`src/rtl/uart_tx_engine.sv`:
```
// uart_tx_engine: UART serial transmitter, LSB-first, 11 bit times per frame.
// Latency: LOAD sampled at edge n+1 drops TXRDY; start bit at edge n+2; TXRDY
//   returns 11 x rate clocks after the start bit begins.
// Backpressure: LOAD is honoured only while TXRDY=1; LOAD while busy is dropped.
//
// Ports:
//   clk       100 MHz system clock
//   rst       asynchronous active-high reset
//   baud      baud select code (bit time table shared with the receive engine)
//   EIGHT     1 = 8 data bits, 0 = 7 data bits
//   PEN       parity enable
//   OHEL      parity sense, 1 = odd, 0 = even
//   LOAD      single-cycle write strobe qualifying OUT_PORT
//   OUT_PORT  byte to transmit
//   TX        serial output, idle high, driven straight from a flop
//   TXRDY     engine idle and able to accept LOAD
module uart_tx_engine (
  input  logic       clk,
  input  logic       rst,
  input  logic [3:0] baud,
  input  logic       EIGHT,
  input  logic       PEN,
  input  logic       OHEL,
  input  logic       LOAD,
  input  logic [7:0] OUT_PORT,
  output logic       TX,
  output logic       TXRDY
);

  // Frame length is fixed; short formats pad with extra stop bits.
  localparam int FRAME_BITS = 11;
  localparam int CNT_W      = 19;

  typedef enum logic [1:0] {
    IDLE   = 2'd0,
    LOADSR = 2'd1,
    SHIFT  = 2'd2
  } state_t;

  state_t                  state_q;
  logic                    txrdy_q;
  logic [FRAME_BITS-1:0]   sr_q;
  logic [CNT_W-1:0]        bt_cnt_q;
  logic [3:0]              bit_cnt_q;
  logic [7:0]              data_q;
  logic                    eight_q;
  logic                    pen_q;
  logic                    ohel_q;
  logic [CNT_W-1:0]        rate_m1_q;

  logic [CNT_W-1:0]        rate_m1_d;
  logic [FRAME_BITS-1:0]   frame_d;
  logic                    parity_d;
  logic                    btu;

  // Bit time in clocks minus one, so the compare against the counter is direct.
  always_comb begin
    rate_m1_d = CNT_W'(333333 - 1);
    case (baud)
      4'h0: rate_m1_d = CNT_W'(333333 - 1);
      4'h1: rate_m1_d = CNT_W'(83333 - 1);
      4'h2: rate_m1_d = CNT_W'(41667 - 1);
      4'h3: rate_m1_d = CNT_W'(20833 - 1);
      4'h4: rate_m1_d = CNT_W'(10417 - 1);
      4'h5: rate_m1_d = CNT_W'(5208 - 1);
      4'h6: rate_m1_d = CNT_W'(2604 - 1);
      4'h7: rate_m1_d = CNT_W'(1736 - 1);
      4'h8: rate_m1_d = CNT_W'(868 - 1);
      4'h9: rate_m1_d = CNT_W'(434 - 1);
      4'hA: rate_m1_d = CNT_W'(217 - 1);
      4'hB: rate_m1_d = CNT_W'(109 - 1);
      default: rate_m1_d = CNT_W'(333333 - 1);
    endcase
  end

  // Frame image built from the latched byte and configuration.
  always_comb begin
    parity_d = (eight_q ? (^data_q) : (^data_q[6:0])) ^ ohel_q;
    frame_d       = '1;
    frame_d[0]    = 1'b0;
    frame_d[7:1]  = data_q[6:0];
    if (eight_q) begin
      frame_d[8] = data_q[7];
      frame_d[9] = pen_q ? parity_d : 1'b1;
    end else begin
      frame_d[8] = pen_q ? parity_d : 1'b1;
    end
  end

  assign btu = (state_q == SHIFT) && (bt_cnt_q == rate_m1_q);

  always_ff @(posedge clk or posedge rst) begin
    if (rst) begin
      state_q   <= IDLE;
      txrdy_q   <= 1'b1;
      sr_q      <= '1;
      bt_cnt_q  <= '0;
      bit_cnt_q <= '0;
      data_q    <= '0;
      eight_q   <= 1'b0;
      pen_q     <= 1'b0;
      ohel_q    <= 1'b0;
      rate_m1_q <= '0;
    end else begin
      case (state_q)
        IDLE: begin
          if (LOAD) begin
            data_q    <= OUT_PORT;
            eight_q   <= EIGHT;
            pen_q     <= PEN;
            ohel_q    <= OHEL;
            rate_m1_q <= rate_m1_d;
            txrdy_q   <= 1'b0;
            state_q   <= LOADSR;
          end
        end
        LOADSR: begin
          sr_q      <= frame_d;
          bt_cnt_q  <= '0;
          bit_cnt_q <= '0;
          state_q   <= SHIFT;
        end
        SHIFT: begin
          if (btu) begin
            // After the 11th shift the register holds only fill ones, so TX
            // is already idle-high when TXRDY rises on this same edge.
            sr_q      <= {1'b1, sr_q[FRAME_BITS-1:1]};
            bt_cnt_q  <= '0;
            bit_cnt_q <= bit_cnt_q + 4'd1;
            if (bit_cnt_q == 4'(FRAME_BITS - 1)) begin
              txrdy_q <= 1'b1;
              state_q <= IDLE;
            end
          end else begin
            bt_cnt_q <= bt_cnt_q + CNT_W'(1);
          end
        end
        default: begin
          state_q <= IDLE;
          txrdy_q <= 1'b1;
          sr_q    <= '1;
        end
      endcase
    end
  end

  assign TX    = sr_q[0];
  assign TXRDY = txrdy_q;

endmodule

```
`config.mk`:
```
export PLATFORM = sky130hd
export DESIGN_NAME = uart_tx_engine
export DESIGN_NICKNAME = d
export VERILOG_FILES = /design/src/rtl/uart_tx_engine.sv
export SDC_FILE = /design/constraint.sdc
export NUM_CORES = 1
export LEC_CHECK = 0
export ABC_AREA = 1
export CORE_AREA = 5 5 86 88
export DETAILED_ROUTE_END_ITERATION = 6
export DIE_AREA = 0 0 91 93
export HOLD_SLACK_MARGIN = 0.12
export PLACE_DENSITY = 0.81
export REMOVE_ABC_BUFFERS = 1
export SLEW_MARGIN = 15
export SYNTH_ARGS = -nofsm -noshare
export SYNTH_HDL_FRONTEND = slang
export SYNTH_SLANG_ARGS = --single-unit
```
`constraint.sdc`:
```
create_clock -name clk -period 2.2 [get_ports clk]
set_input_delay 0.33 -clock clk [delete_from_list [all_inputs] [get_ports clk]]
set_output_delay 0.33 -clock clk [all_outputs]
set_load 0.1 [all_outputs]
```
# --- After elaboration in Yosys (flattened, before gate mapping) ---
# Memories as Yosys holds them, arrays and structs flattened. A register that Yosys moved wholly into a read port is not among the register bits.
# Cells that the tools add are included.
classes:
  n_bitwise: 3
  addsub: 2
  eq_ne: 7
  n_mux: 18
  n_reduce_logical: 10
ops:
  columns: ["op", "n"]
  rows:
  - ["19-bit case mux with 2 select lines", 1]
  - ["11-bit case mux with 3 select lines", 1]
  - ["19-bit by 1-bit adder with 19-bit output (second input constant)", 1]
  - ["19-bit == test", 1]
  - ["19-bit two-way mux", 1]
  - ["11-bit two-way mux", 1]
  - ["4-bit case mux with 2 select lines", 1]
  - ["8-bit parity", 1]
  - ["1-bit two-way mux", 7]
  - ["7-bit parity", 1]
  - ["2-bit two-way mux", 3]
  - ["2-bit case mux with 3 select lines", 1]
  - ["2-bit AND reduction", 3]
  - ["4-bit by 1-bit adder with 4-bit output (second input constant)", 1]
  - ["4-bit == test (second input constant)", 1]
  - ["4-bit two-way mux", 1]
  - ["2-bit inequality test (second input constant)", 2]
  - ["4-bit AND reduction", 1]
  - ["1-bit case mux with 3 select lines", 1]
  - ["3-bit AND reduction", 1]
  - ["2-bit by 1-bit == test with 1-bit output (second input constant)", 1]
  - ["2-bit == test (second input constant)", 1]
  - ["2-bit zero test", 1]
  - ["2-bit by 1-bit inequality test with 1-bit output (second input constant)", 1]
  - ["4 further kinds", 5]
totals:
  reg_bits: 67
  romBits: 288
  memories: 1
  output_inout_bits: 2
  in_bits: 18
  elab_cells: 51
mem_list:
  columns: ["name", "words", "word_bits", "read_ports", "rd_clocked_by_memory_dff", "wr", "line", "text"]
  rows:
  - ["(no name shown)", 16, 18, 1, 1, 0, "59", "case (baud)"]

# --- Logic depth before layout (Yosys ltp) ---
# Gate-level depths: netlist of run 1.
logic_depth:
  ltp_word: 6
  ltp_mapped: 14
  mapped_depth_nobuf: 12

# --- Least setup slack after synthesis of run 1 ---
# No wires, ideal clock.
synth_timing:
  path_kind: "flip-flop to flip-flop"
  start: "register state_q[0]"
  end: "register bt_cnt_q[10]"
  path_buffers: 1
  arrival_time_ps: 1607
  synth_period_minus_slack_ps: 1695
  stages_incl_launch_ff: 10
  required_ps: 2112
  slack_ps: 505
  setup_time_ps: 88
  path_cell_list: "dfrtp_1 -> inv_1 -> ha_1 -> buf_4 -> inv_2 -> nor2_1 -> nand3_1 -> nor2_1 -> a21oi_1 -> nor3b_1"
synth_between:
  elab_chain_len: 4
  word_cells_on_any_way: 6
  classes_between: "eq/ne (2); mux (2); reduce/logical (2)"
synth_lines:
  columns: ["item", "line", "text"]
  rows:
  - ["start, declared", "40", "state_t state_q;"]
  - ["start signal, assigned", "94", "state_q <= IDLE;"]
  - ["start signal, assigned", "114", "state_q <= LOADSR;"]
  - ["start signal, assigned", "121", "state_q <= SHIFT;"]
  - ["2-bit == test", "90, 105", null]
  - ["1-bit logical AND", "90", "assign btu = (state_q == SHIFT) && (bt_cnt_q == rate_m1_q);"]
  - ["19-bit two-way mux", "124", "if (btu) begin"]
  - ["19-bit case mux with 2 select lines", "105", "case (state_q)"]
  - ["end signal, assigned", "135", "bt_cnt_q <= bt_cnt_q + CNT_W'(1);"]
  - ["end, declared", "43", "logic [CNT_W-1:0] bt_cnt_q;"]
# Parallel ways exist; a longest one is shown, timed or not.
# A chain may end at the register's enable or synchronous reset.

# --- Worst setup path after layout of run 1 ---
# Same ends and word-level chain as after synthesis.

==> PnR_summary.wiki, run 1 <==
{| class="wikitable"
! Metric !! Value
|-
| Global route total overflow || 0
|-
| Timing startpoint of the critical path || state_q[0]
|-
| DP HPWL || 5910 um
|-
| Number of global-route vias before repair || 3079
|-
| H-tree level count || 3
|-
| Final RePlAce weighted congestion || 0.945
|-
| Setup repair after global routing missed its margin || no
|-
| Cell type with the highest aggregate area in the netlist || sky130_fd_sc_hd__dfrtp_1
|-
| Number of pins exceeding their max-slew limit in the final report || 0
|-
| First-iteration detailed-routing DRC count || 277
|-
| Net switching power || 2.40 mW
|-
| TritonCTS buffer count || 9
|-
| Power density of the placed cells || 1300 mW/mm2
|-
| Via density || 5.25
|-
| Yosys top cell area share || 36.0%
|-
| Pre-antenna DRT Iters || 7
|-
| Number of buffers on the longest clock path || 2
|-
| Hold Crit Class || primary input to asynchronous set/reset pin
|-
| Most instantiated flip-flop cell in the synthesis netlist || sky130_fd_sc_hd__dfrtp_1
|-
| F_max || 509 MHz
|-
| Register share of total power || 35.4%
|-
| Peak supply drop || 0.000738 V
|-
| Element type at the critical path start || flop
|-
| Max FO, Critical Path || 10
|-
| Num rows || 30
|-
| Final Hold Vio Count || 0
|-
| Max cap viols || 0
|-
| Setup TNS Final || 0 ns
|-
| Clock period minus final worst setup slack || 1.96 ns
|-
| Post-route setup slack || 0.236 ns
|-
| Switching power as a share of total power || 43.8%
|-
| Final worst clock skew || 0.00729 ns
|-
| CTS tree || built
|-
| Total number of vias || 3181
|-
| I/O Buffers || 19
|-
| Global-route wire length before repair || 14100 um
|-
| Final-layout worst hold slack || 0.361 ns
|-
| Kind of end point of the critical path || flop
|-
| Overall die area || 0.00846 mm2
|-
| Clk pin slew, worst setup/hold paths || 0.08 ns
|-
| Cell Area, Synth || 0.00375 mm2
|-
| Num Clock Sinks || 65
|-
| Synth Register Bits || 65
|-
| Portion of total power attributed to the clock network || 18.9%
|-
| Final Cycle Share || 89.3%
|-
| Slew HR || 70.0%
|-
| Distinct cell type count after synthesis || 32
|-
| Number of design rule violations left after detail routing || 0
|-
| Antenna violations before repair || 0
|-
| Leakage dissipation || 2.01 nW
|-
| Vertical die dimension || 93 um
|-
| Antenna cells || 0
|-
| Setup violations, final || 0
|-
| Signed area change from the synthesized netlist to the final layout || 12.5%
|-
| CTS Root Cell || sky130_fd_sc_hd__clkbuf_8
|-
| Run status || finished clean
|-
| Synth top cells by count || sky130_fd_sc_hd__nand2_1 (138), sky130_fd_sc_hd__inv_1 (67), sky130_fd_sc_hd__dfrtp_1 (54)
|-
| Worst setup path category || flop to flop
|-
| Combinational power share || 45.7%
|-
| Arrival time reported for the critical path endpoint || 2.22 ns
|-
| Insertion delay of the later-clocked pin in the worst-skew pair || 0.35 ns
|-
| Area post-placement || 0.00402 mm2
|-
| Share of synthesized area occupied by flip-flops and latches || 43.7%
|-
| Most numerous cell in the Yosys netlist || sky130_fd_sc_hd__nand2_1
|-
| Layout cell share with drive strength beyond 1 || 10.5%
|-
| Post-synthesis area per instance || 7.54 um2
|-
| Design area || 0.00423 mm2
|-
| Top Ports || 20
|-
| Number of flops mapped to enable cells by yosys || 0
|-
| Starting utilization of the core area || 57.2%
|-
| Internal Pwr Total || 3.08 mW
|-
| CP required || 2.46 ns
|-
| Global-route usage over all layers || 20.3%
|-
| Synth Warn # || 0
|-
| Post-detailed-routing wire length || 8090 um
|-
| Tightest Pin Transition || 0.449 ns
|-
| Area of the placeable core || 0.00657 mm2
|-
| Post-Synthesis Cells || 498
|-
| Number of buffers inserted by post-CTS setup repair || 0
|-
| Horizontal die dimension || 91 um
|-
| Pin count of the biggest net entering global routing || 66
|-
| Post-detailed-route wirelength per cell || 13.4 um
|-
| Leading post-synthesis cells by cell area || sky130_fd_sc_hd__dfrtp_1 (36%), sky130_fd_sc_hd__nand2_1 (14%), sky130_fd_sc_hd__dfstp_2 (7.7%)
|-
| Worst reg2reg path startpoint || state_q[0]
|-
| Async S/R FF share, synth || 100%
|-
| Number of nets in the final layout || 552
|-
| Post-layout utilization of the core || 64.3%
|-
| Post-placement worst setup slack || 0.170 ns
|-
| DRT antenna net count || 0
|}
-- cells by family after synthesis --
| group | Yosys count | synth area share (%) |
|---|---|---|
| AOI/OAI and AO/OA | 77 | 11.5 |
| xor gates and xnor gates | 15 | 3.50 |
| adders and majority gates | 13 | 4.33 |
| buffers and inverters | 88 | 9.96 |
| DFF | 65 | 43.7 |
| and+or+nand+nor | 240 | 27.0 |
-- what timing repair did --
item | 4_1_cts | 5_1_grt
gates resized for setup | 0 | 1
endpoints found under the setup margin | 0 | 2
hold buffers | 0 | 0
-- worst max-delay path, cell delays in order (launching register included) --
cell and delay [ns]:
sky130_fd_sc_hd__dfrtp_1 0.39, sky130_fd_sc_hd__inv_1 0.11, sky130_fd_sc_hd__ha_2 0.43, sky130_fd_sc_hd__inv_2 0.13, sky130_fd_sc_hd__nor2_1 0.22, sky130_fd_sc_hd__nand3_1 0.12
sky130_fd_sc_hd__nor2_1 0.18, sky130_fd_sc_hd__a21oi_1 0.09, sky130_fd_sc_hd__nor3b_1 0.20
-- sequential cells by signal (all words and copies together), names as in the netlist --
name,cells
TXRDY,1
state_q,2
bit_cnt_q,4
sr_q,10
ohel_q,1
rate_m1_q,18
eight_q,1
pen_q,1
data_q,8
bt_cnt_q,19
-- worst paths after layout --
check | to | cells after the start | slack (ns)
max in group asynchronous | TXRDY | 3 | 1.51
worst min-delay path | ohel_q | 3 | 0.36
min in group clk | sr_q[1] | 2 | 0.47
worst min register to register | sr_q[1] | 2 | 0.47
worst max-delay path | bt_cnt_q[10] | 8 | 0.24
worst max register to register | bt_cnt_q[10] | 8 | 0.24
-- cell type report --
type / count / area [um2]
timing repair buffer: 27 / 258
inverter: 73 / 279
fill: 527 / 2340
tap: 80 / 100
clock inverter: 6 / 67.6
clock buffer: 10 / 138
sequential: 65 / 1640
multi-input combinational: 345 / 1740
-- power groups by stage --
| stage | Clock (mW) | Combinational [mW] | Sequential (mW) |
|---|---|---|---|
| 2_1_floorplan | 0 | 1.75 | 2.03 |
| 3_3_place_gp | 0 | 2.39 | 1.94 |
| 3_5_place_dp | 0 | 2.47 | 1.96 |
| 4_1_cts | 1.05 | 2.49 | 1.94 |
| 5_1_grt | 1.11 | 2.86 | 1.99 |
| 6_report | 1.03 | 2.50 | 1.94 |
-- placed cells by master, fill, tap and decap left out --
cell,instances
sky130_fd_sc_hd__clkinv_2,1
sky130_fd_sc_hd__clkinvlp_4,2
sky130_fd_sc_hd__dfstp_2,11
sky130_fd_sc_hd__a221oi_1,1
sky130_fd_sc_hd__nand2_4,3
sky130_fd_sc_hd__nor3_1,8
sky130_fd_sc_hd__nor2_2,2
sky130_fd_sc_hd__buf_4,9
sky130_fd_sc_hd__a31oi_1,4
sky130_fd_sc_hd__dfrtp_1,54
sky130_fd_sc_hd__or2_2,1
sky130_fd_sc_hd__ha_2,1
sky130_fd_sc_hd__o221ai_1,1
sky130_fd_sc_hd__nand4_1,6
sky130_fd_sc_hd__ha_1,12
sky130_fd_sc_hd__o211ai_1,3
sky130_fd_sc_hd__a21oi_1,20
sky130_fd_sc_hd__nand2_1,138
sky130_fd_sc_hd__buf_12,1
sky130_fd_sc_hd__o21ai_0,38
sky130_fd_sc_hd__clkbuf_8,10
sky130_fd_sc_hd__o22ai_1,3
sky130_fd_sc_hd__nand3_1,24
sky130_fd_sc_hd__o32ai_1,1
sky130_fd_sc_hd__nand3_2,1
sky130_fd_sc_hd__clkinv_4,3
sky130_fd_sc_hd__inv_2,6
sky130_fd_sc_hd__xor2_1,11
sky130_fd_sc_hd__o21ai_2,3
sky130_fd_sc_hd__bufinv_16,1
sky130_fd_sc_hd__clkdlybuf4s50_1,17
sky130_fd_sc_hd__xnor2_1,4
sky130_fd_sc_hd__a22oi_1,3
sky130_fd_sc_hd__nor2_1,51
sky130_fd_sc_hd__inv_1,66
sky130_fd_sc_hd__nor3b_1,6
-- routing by layer --
layer	up-vias	track usage [%]	share of wire, %
met1	1442	27.5	48
met2	98	33.4	46
met5	-	0	0
li1	1626	-	-
met4	0	6.11	1.7
met3	15	3.78	4.0
-- metrics by stage --
| stage | instances | power [mW] |
|---|---|---|
| after floorplan | 483 | 3.79 |
| after global placement | 590 | 4.33 |
| after detailed placement | 590 | 4.43 |
| after CTS | 606 | 5.48 |
| after global routing | 606 | 5.97 |
| final | 606 | 5.48 |
No activity file was read; power rests on OpenSTA's default activity.
==> run 2, diff against run 1 <==
--- a/config.mk
+++ b/config.mk
@@ -11,6 +11,7 @@
 export DIE_AREA = 0 0 91 93
 export HOLD_SLACK_MARGIN = 0.12
 export PLACE_DENSITY = 0.81
+export RECOVER_POWER = 50
 export REMOVE_ABC_BUFFERS = 1
 export SLEW_MARGIN = 15
 export SYNTH_ARGS = -nofsm -noshare
==> PnR_summary.wiki, run 2 (synthesized netlist as in run 1, its figures left out) <==
{| class="wikitable"
! Metric !! Value
|-
| Final Cycle Share || 89.3%
|-
| Post-detailed-route wirelength per cell || 13.3 um
|-
| Final Hold Vio Count || 0
|-
| Leading cell types in the layout, fill and taps excluded || sky130_fd_sc_hd__nand2_1 (138), sky130_fd_sc_hd__inv_1 (66), sky130_fd_sc_hd__dfrtp_1 (54)
|-
| DP HPWL || 5910 um
|-
| Vertical die dimension || 93 um
|-
| Largest register by flop count || bt_cnt_q
|-
| Layout cell share with drive strength beyond 1 || 10.3%
|-
| Number of design rule violations left after detail routing || 0
|-
| Worst setup path category || flop to flop
|-
| CP required || 2.46 ns
|-
| Max FO, Critical Path || 10
|-
| Via density || 5.20
|-
| Design area || 0.00421 mm2
|-
| Clock period minus final worst setup slack || 1.96 ns
|-
| DRT antenna net count || 0
|-
| Number of buffers on the longest clock path || 2
|-
| Global-route usage over all layers || 20.3%
|-
| Antenna cells || 0
|-
| Post-placement worst setup slack || 0.170 ns
|-
| Element type at the critical path start || flop
|-
| Kind of end point of the critical path || flop
|-
| I/O Buffers || 19
|-
| Setup repair after global routing missed its margin || no
|-
| Pre-antenna DRT Iters || 5
|-
| Num Clock Sinks || 65
|-
| Top Ports || 20
|-
| Total number of vias || 3152
|-
| R2R setup slack || 0.24 ns
|-
| Peak supply drop || 0.000738 V
|-
| Slew HR || 4.75%
|-
| Final RePlAce weighted congestion || 0.945
|-
| Cell Count, Final, Fillers Out || 606
|-
| Post-route setup slack || 0.235 ns
|-
| Setup violations, final || 0
|-
| Horizontal die dimension || 91 um
|-
| Signed area change from the synthesized netlist to the final layout || 12.1%
|-
| Tightest Pin Transition || 1.43 ns
|-
| Count of hold buffers inserted by post-cts repair || 0
|-
| Design Power || 5.47 mW
|-
| Num rows || 30
|-
| Global route total overflow || 0
|-
| Clk pin slew, worst setup/hold paths || 0.07 ns
|-
| Commonest non-fill, non-tap cell in the layout || sky130_fd_sc_hd__nand2_1
|-
| Number of buffers inserted by post-CTS setup repair || 0
|-
| Setup TNS Final || 0 ns
|-
| H-tree level count || 3
|-
| Number of pins exceeding their max-slew limit in the final report || 0
|-
| Placed Cells incl. Taps || 590
|-
| CTS Root Cell || sky130_fd_sc_hd__clkbuf_8
|-
| Area of the placeable core || 0.00657 mm2
|-
| Pin count of the biggest net entering global routing || 66
|-
| Post-layout utilization of the core || 64.1%
|-
| Max cap viols || 0
|-
| Starting utilization of the core area || 57.2%
|-
| Overall die area || 0.00846 mm2
|-
| CTS tree || built
|-
| Antenna violations before repair || 0
|-
| Number of global-route vias before repair || 3079
|-
| Leakage dissipation || 2.01 nW
|-
| First-iteration detailed-routing DRC count || 277
|-
| Final worst clock skew || 0.00620 ns
|-
| Area post-placement || 0.00402 mm2
|-
| Power density of the placed cells || 1300 mW/mm2
|-
| Global-route wire length before repair || 14100 um
|-
| Hold Crit Class || flop to flop
|-
| Post-detailed-routing wire length || 8080 um
|-
| Arrival time reported for the critical path endpoint || 2.22 ns
|-
| TritonCTS buffer count || 9
|-
| F_max || 509 MHz
|-
| Largest registers || bt_cnt_q (19), rate_m1_q (18), sr_q (10)
|-
| Final-layout worst hold slack || 0.470 ns
|-
| Number of nets in the final layout || 552
|-
| Run status || finished clean
|-
| Flip-flop count of the largest register after layout || 19
|-
| Insertion delay of the later-clocked pin in the worst-skew pair || 0.35 ns
|}
==> run 2: changes by cell type in the layout (fill, tap and decap cells not counted), sizes merged <==
cell	before	now
clkdlybuf4s50	17	16
clkinv	4	5
dlygate4sd3	0	1
inv	72	71
==> run 2: routing by layer <==
| layer | vias up | GRT usage, % | part of all wire [%] |
|---|---|---|---|
| met4 | 0 | 6.11 | 1.6 |
| li1 | 1626 | - | - |
| met5 | - | 0 | 0 |
| met2 | 81 | 33.4 | 46 |
| met3 | 13 | 3.78 | 4.1 |
| met1 | 1432 | 27.5 | 48 |
==> run 2: worst paths after layout <==
path,cells past startpoint,end,start
worst max-delay path,8,bt_cnt_q[10],state_q[0]
worst min-delay path,2,sr_q[1],sr_q[1]
worst max register to register,8,bt_cnt_q[10],state_q[0]
worst min register to register,2,sr_q[1],sr_q[1]
max in group asynchronous,3,bt_cnt_q[8],rst
min in group asynchronous,3,ohel_q,rst
==> run 2: worst max-delay path, stage by stage (launching register included) <==
cell	delay, ns
sky130_fd_sc_hd__dfrtp_1	0.39
sky130_fd_sc_hd__inv_1	0.11
sky130_fd_sc_hd__ha_2	0.43
sky130_fd_sc_hd__inv_2	0.13
sky130_fd_sc_hd__nor2_1	0.23
sky130_fd_sc_hd__nand3_1	0.13
sky130_fd_sc_hd__nor2_1	0.18
sky130_fd_sc_hd__a21oi_1	0.09
sky130_fd_sc_hd__nor3b_1	0.20
==> run 2: power by group <==
group          total [mW]  switching (mW)  internal [mW]
Combinational        2.50            1.66          0.837
Clock                1.03           0.479          0.555
Sequential           1.94           0.258           1.68
==> run 2: timing repair <==
| action | in CTS | in global routing |
|---|---|---|
| gates resized for setup | 0 | 1 |
| endpoints found under the hold margin | 0 | 0 |
| endpoints found under the setup margin | 0 | 2 |
==> run 2: final cells by class <==
| class | count | area (um2) |
|---|---|---|
| Timing Repair Buffer | 27 | 243 |
| Clock inverter | 6 | 67.6 |
| Tap cell | 80 | 100 |
| Multi-Input combinational cell | 345 | 1740 |
| Inverter | 73 | 279 |
| Clock buffer | 10 | 138 |
| Fill cell | 529 | 2360 |
| Sequential cell | 65 | 1640 |
